File: src/rtl/top_pkg.sv
// rtl/top_pkg.sv - shared state encoding, data width and default timing constants
package top_pkg;

   localparam int DATA_W          = 8;
   localparam int DEF_WAIT_CYCLES = 6;
   localparam int DEF_A_LIMIT     = 26;
   localparam int DEF_B_THRESH    = 4;

   typedef enum logic [2:0] {
      ST_IDLE = 3'd0,
      ST_INIT = 3'd1,
      ST_WAIT = 3'd2,
      ST_SETB = 3'd3,
      ST_LOOP = 3'd4,
      ST_DONE = 3'd5
   } state_t;

endpackage

File: src/rtl/top.sv
// rtl/top.sv - counter sequencer: init, fixed wait, then a/b count loop ending in a one-cycle done pulse
module top
   import top_pkg::*;
#(
   parameter int WAIT_CYCLES = DEF_WAIT_CYCLES,
   parameter int A_LIMIT     = DEF_A_LIMIT,
   parameter int B_THRESH    = DEF_B_THRESH
) (
   input  logic              clk,
   input  logic              rst,
   output logic [DATA_W-1:0] a,
   output logic [DATA_W-1:0] b,
   output logic [DATA_W-1:0] c,
   output logic              d
);

   localparam int CNT_W = (WAIT_CYCLES > 1) ? $clog2(WAIT_CYCLES) + 1 : 1;
   localparam logic [CNT_W-1:0] WAIT_LOAD = (WAIT_CYCLES > 0) ? CNT_W'(WAIT_CYCLES - 1) : '0;
   localparam logic [DATA_W-1:0] A_LIM = DATA_W'(A_LIMIT);
   localparam logic [DATA_W-1:0] B_THR = DATA_W'(B_THRESH);

   state_t             state, state_nxt;
   logic [CNT_W-1:0]   cnt, cnt_nxt;
   logic [DATA_W-1:0]  a_nxt, b_nxt, c_nxt;
   logic               d_nxt;

   always_ff @(posedge clk) begin
      if (!rst) begin
         state <= ST_INIT;
         cnt   <= '0;
         a     <= '0;
         b     <= '0;
         c     <= '0;
         d     <= 1'b0;
      end else begin
         state <= state_nxt;
         cnt   <= cnt_nxt;
         a     <= a_nxt;
         b     <= b_nxt;
         c     <= c_nxt;
         d     <= d_nxt;
      end
   end

   // Reset lands directly in INIT so its writes appear on the first edge after release.
   always_comb begin
      state_nxt = state;
      cnt_nxt   = cnt;
      a_nxt     = a;
      b_nxt     = b;
      c_nxt     = c;
      d_nxt     = 1'b0;
      case (state)
         ST_IDLE: begin
            state_nxt = ST_INIT;
         end
         ST_INIT: begin
            a_nxt     = DATA_W'(1);
            b_nxt     = '0;
            c_nxt     = DATA_W'(1);
            cnt_nxt   = WAIT_LOAD;
            state_nxt = (WAIT_CYCLES > 0) ? ST_WAIT : ST_SETB;
         end
         ST_WAIT: begin
            if (cnt == '0) begin
               state_nxt = ST_SETB;
            end else begin
               cnt_nxt = cnt - 1'b1;
            end
         end
         ST_SETB: begin
            b_nxt     = DATA_W'(1);
            state_nxt = ST_LOOP;
         end
         ST_LOOP: begin
            if (a >= A_LIM) begin
               d_nxt     = 1'b1;
               state_nxt = ST_DONE;
            end else begin
               a_nxt = a + 1'b1;
               if (a >= B_THR) begin
                  b_nxt = b + 1'b1;
               end
            end
         end
         ST_DONE: begin
            state_nxt = ST_DONE;
         end
         default: begin
            state_nxt = ST_INIT;
         end
      endcase
   end

endmodule

File: config.mk
export PLATFORM = sky130hd
export DESIGN_NAME = top
export DESIGN_NICKNAME = d
export VERILOG_FILES = /design/src/rtl/top_pkg.sv /design/src/rtl/top.sv
export SDC_FILE = /design/constraint.sdc
export NUM_CORES = 1
export LEC_CHECK = 0
export CAP_MARGIN = 15
export CORE_ASPECT_RATIO = 1.75
export CORE_MARGIN = 4
export CORE_UTILIZATION = 40
export DETAILED_ROUTE_END_ITERATION = 6
export PLACE_DENSITY_LB_ADDON = 0.12
export SETUP_SLACK_MARGIN = 0.2
export SLEW_MARGIN = 20
export SYNTH_ARGS = -nofsm -noshare
export SYNTH_HDL_FRONTEND = slang
export SYNTH_SLANG_ARGS = --single-unit
File: constraint.sdc
create_clock -name clk -period 2.7 [get_ports clk]
set_clock_uncertainty 0.1 [all_clocks]
set_input_delay 0.675 -clock clk [delete_from_list [all_inputs] [get_ports clk]]
set_output_delay 0.675 -clock clk [all_outputs]
set_load 0.005 [all_outputs]
==> out/qor.txt <==
post-synthesis xor/xnor area fraction - 0.0136
YS warnings - 0
clock-pin slew on the worst setup and hold paths - 0.08 ns
RR Startpoint - a[0]$_SDFFE_PN0P_
cts bufs inserted - 3
Vias/cell - 5.24
Starting Density - 0.413
Post-synth EDFFs - 0
RSZ-0062 raised after global routing - no
antenna violations before repair - 0
HP Start - b[7]$_SDFFE_PN0P_
CP Max Fanout - 7
Hold/Removal Path Class - reg -> reg
chip height - 82.9 um
relative slew slack - 0.591
CP Class - reg -> out
mapped cell area - 1280 um2
global route overflow - 0
FF-to-FF path depth - 6
leakage power total - 0.559 nW
Yosys cell types - 46
Nets - 171
top_reg_cell synth - dfxtp_1
Filler Cells Inserted - 316
multiplexer share of the synthesized area - 0.0253
GRT Overall Usage - 0.148
post-synthesis compound-gate area fraction - 0.166
Site Rows - 27
die area - 4220 um2
clk sink count - 25
worst slew pin tran - 0.605 ns
Worst Path Arrival - 1.33 ns
Ant. Diodes - 0
layout cells sized above 1 - 0.110
Clock Path Buffers - 2
CTS H-Tree Depth - 1
# setup viols final - 0
Worst Hold Depth - 2
via count - 1084
Max VDD drop - 0.000417 V
number of post-CTS setup repair buffers - 0
CTS tree - built
simple logic cell fraction of the synthesized area - 0.287
core area - 3110 um2
DR iter-0 viols - 22
Pre-antenna DRT Iters - 4
Slowest cell on crit path - clkdlybuf4s50_1
post-DR wirelength/cell - 13.6 um
Fin Setup TNS - 0 ns
fin. max-slew vios - 0
Resized Gates After CTS - 0
syn_area_per_cell - 8.85 um2
PortBufs - 19
CP Data Required Time - 1.92 ns
minimum clock period - 2.10 ns
FFs w/ async S/R, synth - 0
maximum clock rate - 476 MHz
FF+latch count, synth - 25
max-cap viol count - 0
hold_buf cts - 0
placed wire-length estimate - 2140 um
largest family of logic cells by synthesized area - simple AND/OR/NAND/NOR gates
R2R Path End - b[5]$_SDFFE_PN0P_
adder-cell area share of the yosys netlist - 0.0390
Startpoint Class - flip-flop
crit-path max cell delay - 0.57 ns
worst skew pair latency - 0.27 ns
Post-Syn Instances - 145
Placer Congestion - 0.759
Hold WS - 0.404 ns
total power per unit cell area - 665 nW/um2
vias in the first global route - 1079
buffers and inverters on the worst path - 1
remaining antenna violation count - 0
Top Ports - 27
CP endpoint kind - output pin
Worst R2R Setup Slack - 0.65 ns
critical path's top delay family - buffers and inverters
Die W - 50.8 um
number of remaining DRC errors - 0
Routed Wire Length - 2820 um
Final Hold Viols - 0
outcome - finished, final reports clean
final worst-path cycle share - 0.778
Power Total - 1.02 mW
crit-path cells - clkdlybuf4s50_1
Area Growth Syn to Fin - 19.5%
first-pass GRT wire length - 4940 um
fin util - 0.494
hold endpoint - b[7]$_SDFFE_PN0P_
largest net degree at the start of global routing - 20
cell chosen for the clock root - clkbuf_8
sequential-to-total area share from yosys stat - 0.390
==> state kept, by name, indices dropped and copies added (netlist names) <==
signal / count
b: 8
c: 1
d: 1
state: 3
cnt: 4
a: 8
==> power breakdown <==
group	internal (mW)	switching [mW]	total, mW
sequential	0.415	0.0741	0.489
combinational	0.149	0.157	0.306
clock	0.106	0.120	0.226
==> how the worst max path moves through the flow <==
| stage | slack, ns | from | cells after the start | end |
|---|---|---|---|---|
| 6_report | 0.60 | a[3]$_SDFFE_PN0P_ | 1 | a[3] |
| 5_1_grt | 0.54 | a[2]$_SDFFE_PN0P_ | 1 | a[2] |
| 4_1_cts | 0.58 | a[3]$_SDFFE_PN0P_ | 1 | a[3] |
| 3_5_place_dp | 0.66 | a[0]$_SDFFE_PN0P_ | 6 | b[5]$_SDFFE_PN0P_ |
| 3_3_place_gp | 0.70 | a[0]$_SDFFE_PN0P_ | 6 | b[5]$_SDFFE_PN0P_ |
| 2_1_floorplan | 0.72 | a[0]$_SDFFE_PN0P_ | 7 | a[1]$_SDFFE_PN0P_ |
==> kinds of logic after synthesis <==
kind of cell	count (synthesis)
AOI/OAI and AO/OA	31
xor gates and xnor gates	2
adders and majority gates	4
buffers and inverters	18
DFF	25
muxes	3
other	1
and+or+nand+nor	61
==> cell usage in the layout, fill, tap and decap left out, types with 2 or more instances in the layout <==
cell type        synthesis  final
a41oi_1                  2      2
a31oi_1                  4      4
nor2b_1                  2      2
inv_1                    5      5
mux2_2                   2      2
or3b_2                   3      3
and3_1                   5      5
clkbuf_8                 0      3
nand3_1                  5      5
buf_4                    8      2
nor3_1                   3      3
nand2_1                 12     12
nor2_1                  13     13
clkdlybuf4s50_1          0     19
a211oi_1                 3      3
ha_1                     4      4
o21ai_0                  6      6
or3_1                    2      2
a21oi_1                 10     10
dfxtp_1                 25     25
nor3b_1                  2      2
conb_1                   1      7
==> Yosys cell counts (3+ instances only) <==
library cell	n	area [um2]
inv_1	5	18.8
o21ai_0	6	30.0
buf_4	8	60.1
and3_1	5	31.3
nor3_1	3	15.0
a211oi_1	3	22.5
or3b_2	3	26.3
nand2_1	12	45.0
ha_1	4	50.1
nor2_1	13	48.8
a31oi_1	4	25.0
a21oi_1	10	50.1
clkbuf_1	3	11.3
nand3_1	5	25.0
dfxtp_1	25	500
==> cell type report <==
type                       count  area, um2  area share
multi-input combinational    108        707       0.461
sequential                    25        500       0.326
timing repair buffer          21        205       0.134
tap                           43       53.8      0.0351
clock buffer                   4       45.0      0.0294
inverter                       6       22.5      0.0147
==> through the flow <==
stage                     area (um2)  instances  setup slack (ns)
after global routing            1530        207             0.537
after CTS                       1530        207             0.578
after floorplan                 1310        151             0.721
final                           1530        207             0.599
after global placement          1490        203             0.697
after detailed placement        1490        203             0.660
==> metal layers <==
metal	part of all wire	vias to the layer above	routed length (um)	global-route usage
met1	0.38	512	1070	0.152
met5	0	-	0	0
met2	0.55	22	1560	0.265
met3	0.032	9	91	0.0233
met4	0.035	0	98	0.0931
li1	-	541	-	-
Note: power is estimated with default switching activity, not from simulation.
